[src/rtl/io_bus_initiator_pkg.sv]
// Shared definitions for the I/O bus initiator and the bus-master side.
package io_bus_initiator_pkg;

  localparam int unsigned DefaultTimeout = 255;
  localparam int unsigned DefaultRecov   = 2;

  typedef enum logic [2:0] {
    StIdle,
    StReq,
    StAct,
    StDone,
    StRecov
  } ioState_e;

  // Number of bits needed to hold values 0..maxVal (at least one).
  function automatic int unsigned cntWidth(input int unsigned maxVal);
    int unsigned w;
    w = 1;
    while ((64'd1 << w) <= 64'(maxVal)) begin
      w++;
    end
    return w;
  endfunction

endpackage

[src/rtl/sync2.sv]
// Two-flop synchronizer for a single asynchronous input.
module sync2 (
  input  logic clk,
  input  logic rst,
  input  logic d,
  output logic q
);

  logic meta;

  // Two back-to-back stages; both cleared by reset.
  always_ff @(posedge clk) begin
    if (rst) begin
      meta <= 1'b0;
      q    <= 1'b0;
    end else begin
      meta <= d;
      q    <= meta;
    end
  end

endmodule

[src/rtl/io_bus_initiator.sv]
// Issues one I/O cycle per CPU request to the bus master and terminates the
// CPU cycle with an ACK, or with a bus error when the master never answers.
module io_bus_initiator
  import io_bus_initiator_pkg::*;
#(
  parameter int unsigned TIMEOUT = DefaultTimeout,
  parameter int unsigned RECOV   = DefaultRecov
) (
  input  logic CLK,
  input  logic RST,
  input  logic CPUREQ,
  input  logic CPUWE,
  input  logic CPULDS,
  input  logic CPUUDS,
  input  logic IOACT,
  output logic IOREQ,
  output logic IOWE,
  output logic IOLDS,
  output logic IOUDS,
  output logic nADLEEN,
  output logic CPUACK,
  output logic CPUBERR,
  output logic IOBUSY
);

  localparam int unsigned TimerW    = cntWidth(TIMEOUT);
  localparam int unsigned RecovLast = (RECOV == 0) ? 0 : RECOV - 1;
  localparam int unsigned RecovW    = cntWidth(RecovLast);
  localparam logic [TimerW-1:0] TimerMax = TimerW'(TIMEOUT);
  localparam logic [RecovW-1:0] RecovEnd = RecovW'(RecovLast);

  ioState_e          state, stateNext;
  logic [TimerW-1:0] timer, timerNext, timerInc;
  logic [RecovW-1:0] recovCnt, recovCntNext;
  logic              timeoutHit;
  logic              arm, armNext;
  logic              ioActS;
  logic              ioReqNext, ioWeNext, ioLdsNext, ioUdsNext;
  logic              nAdleenNext, cpuAckNext, cpuBerrNext, ioBusyNext;

  sync2 uIoActSync (
    .clk(CLK),
    .rst(RST),
    .d  (IOACT),
    .q  (ioActS)
  );

  // Saturating timer step; timeout fires on the cycle the timer reaches TIMEOUT.
  always_comb begin
    timerInc   = (timer == TimerMax) ? timer : timer + TimerW'(1);
    timeoutHit = (timerInc == TimerMax);
  end

  // Next-state and next-output decode.
  always_comb begin
    stateNext    = state;
    timerNext    = timer;
    recovCntNext = recovCnt;
    armNext      = arm;
    ioReqNext    = IOREQ;
    ioWeNext     = IOWE;
    ioLdsNext    = IOLDS;
    ioUdsNext    = IOUDS;
    cpuAckNext   = 1'b0;
    cpuBerrNext  = 1'b0;

    // A low request re-arms; clears below take priority on the same edge.
    if (!CPUREQ) begin
      armNext = 1'b1;
    end

    case (state)
      StIdle: begin
        if (CPUREQ && arm) begin
          ioWeNext  = CPUWE;
          ioLdsNext = CPULDS;
          ioUdsNext = CPUUDS;
          ioReqNext = 1'b1;
          timerNext = '0;
          stateNext = StReq;
        end
      end
      StReq: begin
        timerNext = timerInc;
        if (timeoutHit) begin
          ioReqNext    = 1'b0;
          cpuBerrNext  = 1'b1;
          armNext      = 1'b0;
          recovCntNext = '0;
          stateNext    = StRecov;
        end else if (ioActS) begin
          ioReqNext = 1'b0;
          stateNext = StAct;
        end
      end
      StAct: begin
        timerNext = timerInc;
        if (timeoutHit) begin
          ioReqNext    = 1'b0;
          cpuBerrNext  = 1'b1;
          armNext      = 1'b0;
          recovCntNext = '0;
          stateNext    = StRecov;
        end else if (!ioActS) begin
          cpuAckNext = 1'b1;
          armNext    = 1'b0;
          stateNext  = StDone;
        end
      end
      StDone: begin
        recovCntNext = '0;
        stateNext    = StRecov;
      end
      StRecov: begin
        if (recovCnt == RecovEnd) begin
          stateNext = StIdle;
        end else begin
          recovCntNext = recovCnt + RecovW'(1);
        end
      end
      default: begin
        stateNext = StIdle;
      end
    endcase

    nAdleenNext = !((stateNext == StReq) || (stateNext == StAct));
    ioBusyNext  = (stateNext != StIdle);
  end

  // State and registered outputs.
  always_ff @(posedge CLK) begin
    if (RST) begin
      state    <= StIdle;
      timer    <= '0;
      recovCnt <= '0;
      arm      <= 1'b1;
      IOREQ    <= 1'b0;
      IOWE     <= 1'b0;
      IOLDS    <= 1'b0;
      IOUDS    <= 1'b0;
      nADLEEN  <= 1'b1;
      CPUACK   <= 1'b0;
      CPUBERR  <= 1'b0;
      IOBUSY   <= 1'b0;
    end else begin
      state    <= stateNext;
      timer    <= timerNext;
      recovCnt <= recovCntNext;
      arm      <= armNext;
      IOREQ    <= ioReqNext;
      IOWE     <= ioWeNext;
      IOLDS    <= ioLdsNext;
      IOUDS    <= ioUdsNext;
      nADLEEN  <= nAdleenNext;
      CPUACK   <= cpuAckNext;
      CPUBERR  <= cpuBerrNext;
      IOBUSY   <= ioBusyNext;
    end
  end

endmodule

[config.mk]
export PLATFORM = sky130hd
export DESIGN_NAME = io_bus_initiator
export DESIGN_NICKNAME = d
export VERILOG_FILES = /design/src/rtl/io_bus_initiator_pkg.sv /design/src/rtl/sync2.sv /design/src/rtl/io_bus_initiator.sv
export SDC_FILE = /design/constraint.sdc
export NUM_CORES = 1
export LEC_CHECK = 0
export CORE_ASPECT_RATIO = 0.75
export CORE_MARGIN = 1.5
export CORE_UTILIZATION = 47
export CTS_CLUSTER_DIAMETER = 40
export CTS_CLUSTER_SIZE = 14
export DETAILED_ROUTE_END_ITERATION = 12
export HOLD_SLACK_MARGIN = 0.08
export PLACE_DENSITY_LB_ADDON = 0.05
export SYNTH_ARGS = -nofsm -noshare
export SYNTH_HDL_FRONTEND = slang
export SYNTH_SLANG_ARGS = --single-unit
[constraint.sdc]
create_clock -name CLK -period 1.9 [get_ports CLK]
set_clock_uncertainty 0.15 [all_clocks]
set_input_delay 0.57 -clock CLK [delete_from_list [all_inputs] [get_ports CLK]]
set_output_delay 0.57 -clock CLK [all_outputs]
set_load 0.005 [all_outputs]
* Word level (Yosys, flattened, before mapping)
Cells that the tools add are included.
** Cells by class
- $add $sub $neg :: 2
- Multiply operators :: 0
- Div/mod/pow operators :: 0
- $lt $le $gt $ge :: 0
- Eq/ne operators :: 12
- Shift operators :: 0
- Mux-type cells :: 24
- Bitwise gates (word level) :: 2
- Reduce and logical (&&, ||, !) cells :: 15
** Operators by type and width (count)
- 3-bit two-way mux :: 6
- 8-bit equality test (second input constant) :: 2
- 8-bit two-way mux :: 2
- 8-bit case mux with 2 select lines :: 1
- 3-bit case mux with 5 select lines :: 1
- 1-bit two-way mux :: 11
- 3-bit by 2-bit equality test with 1-bit output (second input constant) :: 3
- 3-bit nonzero test :: 3
- 8-bit by 1-bit adder with 8-bit output (second input constant) :: 1
- 3-bit by 1-bit equality test with 1-bit output (second input constant) :: 2
- 1-bit case mux with 3 select lines :: 2
- 2-bit AND reduction :: 3
- 2-bit != test (second input constant) :: 2
- 4-bit AND reduction :: 1
- 2-bit OR reduction :: 2
- 3-bit equality test (second input constant) :: 1
- 3-bit zero test :: 1
- 3-bit by 2-bit != test with 1-bit output (second input constant) :: 1
- 3-bit OR reduction :: 1
- 2-bit by 1-bit != test with 1-bit output (second input constant) :: 1
- 1-bit NOT :: 2
- 1-bit case mux with 2 select lines :: 1
- 2-bit nonzero test :: 1
- 1-bit adder (second input constant) :: 1
- 3 further kinds :: 3
** Storage, ports and cells
- Register bits :: 23
- Latch bits :: 0
- Memory bits (writable) :: 0
- Memory bits (read-only) :: 0
- Input port bits :: 7
- Logic and storage cells :: 69
- Memories kept :: 0

* Logic depth before layout (Yosys ltp)
- Depth after elaboration :: 8
- Gate-level depth with buffers :: 6
- Depth with buffers taken out :: 6

* Modules after synthesis
From an unflattened synthesis, not the netlist that was laid out.
** Second synthesis, totals
- Cells, all modules :: 135
- Area, all modules :: 1134.8 µm²
** By module, submodules not included
- io_bus_initiator :: times used 1, cells an instance 131, area an instance 1082.3 µm²
- sync2 :: times used 1, cells an instance 4, area an instance 52.6 µm²

* Worst setup path after synthesis
Ideal clock, no wire load.
- Kind :: reg2reg
- From :: register timer[0]
- To :: register state[0]
- Setup time :: 0.070 ns
- Arrival time :: 1.676 ns
- Required time :: 1.680 ns
- Setup slack :: 0.005 ns
- Stages on the path, launching flop included :: 7
- Period minus slack after synthesis :: 1.895 ns
- Path through :: dfxtp_1 > ha_1 > nand3_2 > o211a_1 > o211a_4 > or3_1 > a21oi_1
** On the way
- Longest elaborated chain between the ends :: 5
** RTL lines
- start, declared :: line io_bus_initiator.sv:33 : logic [TimerW-1:0] timer, timerNext, timerInc;
- start signal, assigned :: line io_bus_initiator.sv:147 : timer <= timerNext;
- 8-bit by 1-bit adder with 8-bit output or 8-bit equality test (tied branches) :: line io_bus_initiator.sv:50 : timerInc = (timer == TimerMax) ? timer : timer + TimerW'(1);
- 8-bit two-way mux (*) :: line io_bus_initiator.sv:50
- 8-bit equality test (*) :: line io_bus_initiator.sv:51 : timeoutHit = (timerInc == TimerMax);
- 3-bit two-way mux (on tied branches) :: line io_bus_initiator.sv:98, io_bus_initiator.sv:85
- 3-bit case mux with 5 select lines (*) :: line io_bus_initiator.sv:72 : case (state)
- end signal, assigned :: line io_bus_initiator.sv:133 : state <= StIdle;
- end signal, assigned :: line io_bus_initiator.sv:146 : state <= stateNext;
- end, declared :: line io_bus_initiator.sv:32 : ioState_e state, stateNext;
Mark *: on every way between the ends. The rest lies on a longest branch, timed or not.
A chain may end at the register's enable or synchronous reset.

* Worst setup path in the final report
- From :: input port CPUREQ
- To :: register timer[1]
** On the way
- Longest elaborated chain between the ends :: 3
** RTL lines
- start, declared :: line io_bus_initiator.sv:11 : input logic CPUREQ,
- 1-bit logical AND :: line io_bus_initiator.sv:74 : if (CPUREQ && arm) begin
- 2-bit != test (no line)
- 2-bit AND reduction (no line)
Every way passes these cells.

==> metrics.txt <==
outcome finished clean; # clock sinks 23; filler-free cell count of the finished design 184; initial antenna violation count 0; Synth Area in XOR/XNOR 0.00808; Yosys reg bits 23; final instance area 1440 um2; Syn Area/Cell 8.33 um2; number of global-route vias before repair 907; first-pass GRT wire length 3880 um; WL/cell 13.2 um; pwr dens 630 nW/um2; worst skew pair latency 0.30 ns; setup TNS after final layout 0 ns; FF-to-FF path depth 6; die height 44.6 um; synth warn 0; largest net degree at the start of global routing 21; CTS Buf Count 3; Primary FF master, synth dfxtp_1; Max Slew Vio Count 0; Data required, critical path 1.95 ns; Final setup viols 0; met2 wire len 1070 um; Synth top area share 0.425; Yosys cell types 39; reg-to-reg slack, setup 0.06 ns; P&R area growth vs syn 32.7%; worst path arrival time 1.91 ns; Filler Cells Inserted 188; ranking of synthesized cells by area dfxtp_1, a21oi_1, nor2_1; slew of the pin with the lowest slew margin 0.402 ns; Overflow after GRT 0; DP Area 1360 um2; CTS Hold Bufs 0; worst vdd ir 0.513 mV; Yosys top cell by area dfxtp_1; Rows 14; HPWL Detailed 1740 um; Fin. Hold Viols 0; worst r2r dst recovCnt; maximum clock insertion buffer count 2; DR vias/cell 5.76; I/O Buffers 14; Ports 15; Post-synth EDFFs 0; syn_nets 138; drt initial violations 48; FF-to-FF Start timer[0]; Max Clock Freq 537 MHz; Pwr Total 0.000906 W; Tcrit/Tclk final 0.980; Detailed Routing Iterations Pass 1 4; synth cell count leaders dfxtp_1, a21oi_1, nor2_1; Pleak 0.636 nW; simple-gate share of the synthesized area 0.274; main combinational cell family by area after synthesis simple AND/OR/NAND/NOR gates; CTS Root Cell clkbuf_4; adder-cell share of the synthesized area 0.0208; min-delay src uIoActSync.meta; met3 WL 180 um; Post-Syn Area 1080 um2; complex-gate fraction of the synthesized area 0.232; # DRC 0; ys async rst share 0; vias 1,059; Hold EP uIoActSync.q; CP Launch Type input port; maxcap violations 0; fin nets 169; critical path endpoint category register; Initial Util 0.520; top-count cell post-synth dfxtp_1; H-tree depth 1; worst rel slew slack 0.732; Top Metal Used met4; placed insts 180; worst hold stages 1; Tot GR Track Use 0.203; clock transition at the registers of the reported paths 0.11 ns; Antenna diodes 0; fraction of layout cells with a size suffix above 1 0.256; crit path max fanout 3; M1 WL 1160 um; routed wire length 2430 um; register area share after synthesis 0.425; Post-DRT Antenna Nets 0; Crit Path Class input port to register; GP Congestion 0.851; mux share of post-synthesis cell area 0.00924; Mapped Cells 130; core area 2080 um2; die span in x 58.4 um; HP Class register to register; TritonCTS clock tree built; Die ar. 2610 um2; fin crit period 1.86 ns
[worst max-delay path: stages]
cell and delay, ns:
clkdlybuf4s50_1 0.49, a211oi_2 0.09, or3b_4 0.40, a21o_1 0.18, a22oi_1 0.13, nor2_1 0.05
[worst max-delay path by stage]
stage | slack, ns | endpoint | cells past startpoint | startpoint
floorplan | 0.005 | state[0] | 6 | timer[0]
global placement | -0.34 | timer[1] | 6 | CPUREQ
detailed placement | -0.37 | timer[1] | 6 | CPUREQ
CTS | 0.02 | IOREQ | 1 | IOREQ
global route | -0.03 | recovCnt | 6 | timer[0]
finish | 0.04 | timer[1] | 6 | CPUREQ
[per-layer routing]
metal,GRT usage,vias up
met5,0,-
met4,0.0558,0
met3,0.0760,2
met2,0.297,31
met1,0.282,489
li1,-,537
[kinds of logic after synthesis]
| family | after synthesis |
|---|---|
| AO/OA/AOI/OAI | 40 |
| adder cells (fa/ha/maj) | 2 |
| XOR/XNOR | 1 |
| AND/OR/NAND/NOR | 55 |
| multiplexers | 1 |
| flip-flops | 23 |
| buffers and inverters | 8 |
[placed cells by master, fill, tap and decap left out, types with 2 or more instances in the layout]
cell type	instances
buf_4	18
dfxtp_1	15
nor2_1	15
a21oi_1	14
o21ai_0	11
nand2_1	9
clkdlybuf4s50_1	9
dfxtp_2	8
nor3_1	8
dlymetal6s2s_1	5
and3_1	3
nand3_1	3
nand3b_1	3
clkbuf_4	3
inv_1	2
or2_2	2
nand2b_1	2
nor2b_1	2
a211oi_1	2
[flip-flops by register name, summed over array words and instances (netlist names)]
register / cells
timer: 8
state: 3
CPUACK: 1
CPUBERR: 1
IOBUSY: 1
IOLDS: 1
IOREQ: 1
IOUDS: 1
IOWE: 1
arm: 1
nADLEEN: 1
recovCnt: 1
uIoActSync.meta: 1
uIoActSync.q: 1
[final cells by class]
class	instances	area, um2	share of cell area
multi-input combinational	99	616	0.428
clock buffer	4	26.3	0.0183
sequential	23	470	0.327
tap	24	30.0	0.0209
timing repair buffer	32	288	0.200
inverter	2	7.51	0.00522
[power by group]
group	internal (W)	switching, W	total [W]
clock	0.0000819	0.000135	0.000216
sequential	0.000504	0.0000169	0.000520
combinational	0.0000922	0.0000770	0.000169
total	0.000678	0.000228	0.000906
[metrics by stage]
step	utilization	setup slack, ns	hold WS, ns
final	0.690	0.0387	0.307
after global routing	0.690	-0.0261	0.327
after CTS	0.667	0.0191	0.311
after detailed placement	0.654	-0.375	0.284
after global placement	0.654	-0.339	0.269
after floorplan	-	0.00452	0.264
[timing repair]
item | 4_1_cts | 5_1_grt
cloned | 0 | 0
endpoints found under the setup margin | 4 | 9
pin swaps | 0 | 1
endpoints found under the hold margin | 0 | 0
buffers inserted | 0 | 0
gates resized for setup | 1 | 18
No activity file was read; power rests on OpenSTA's default activity.
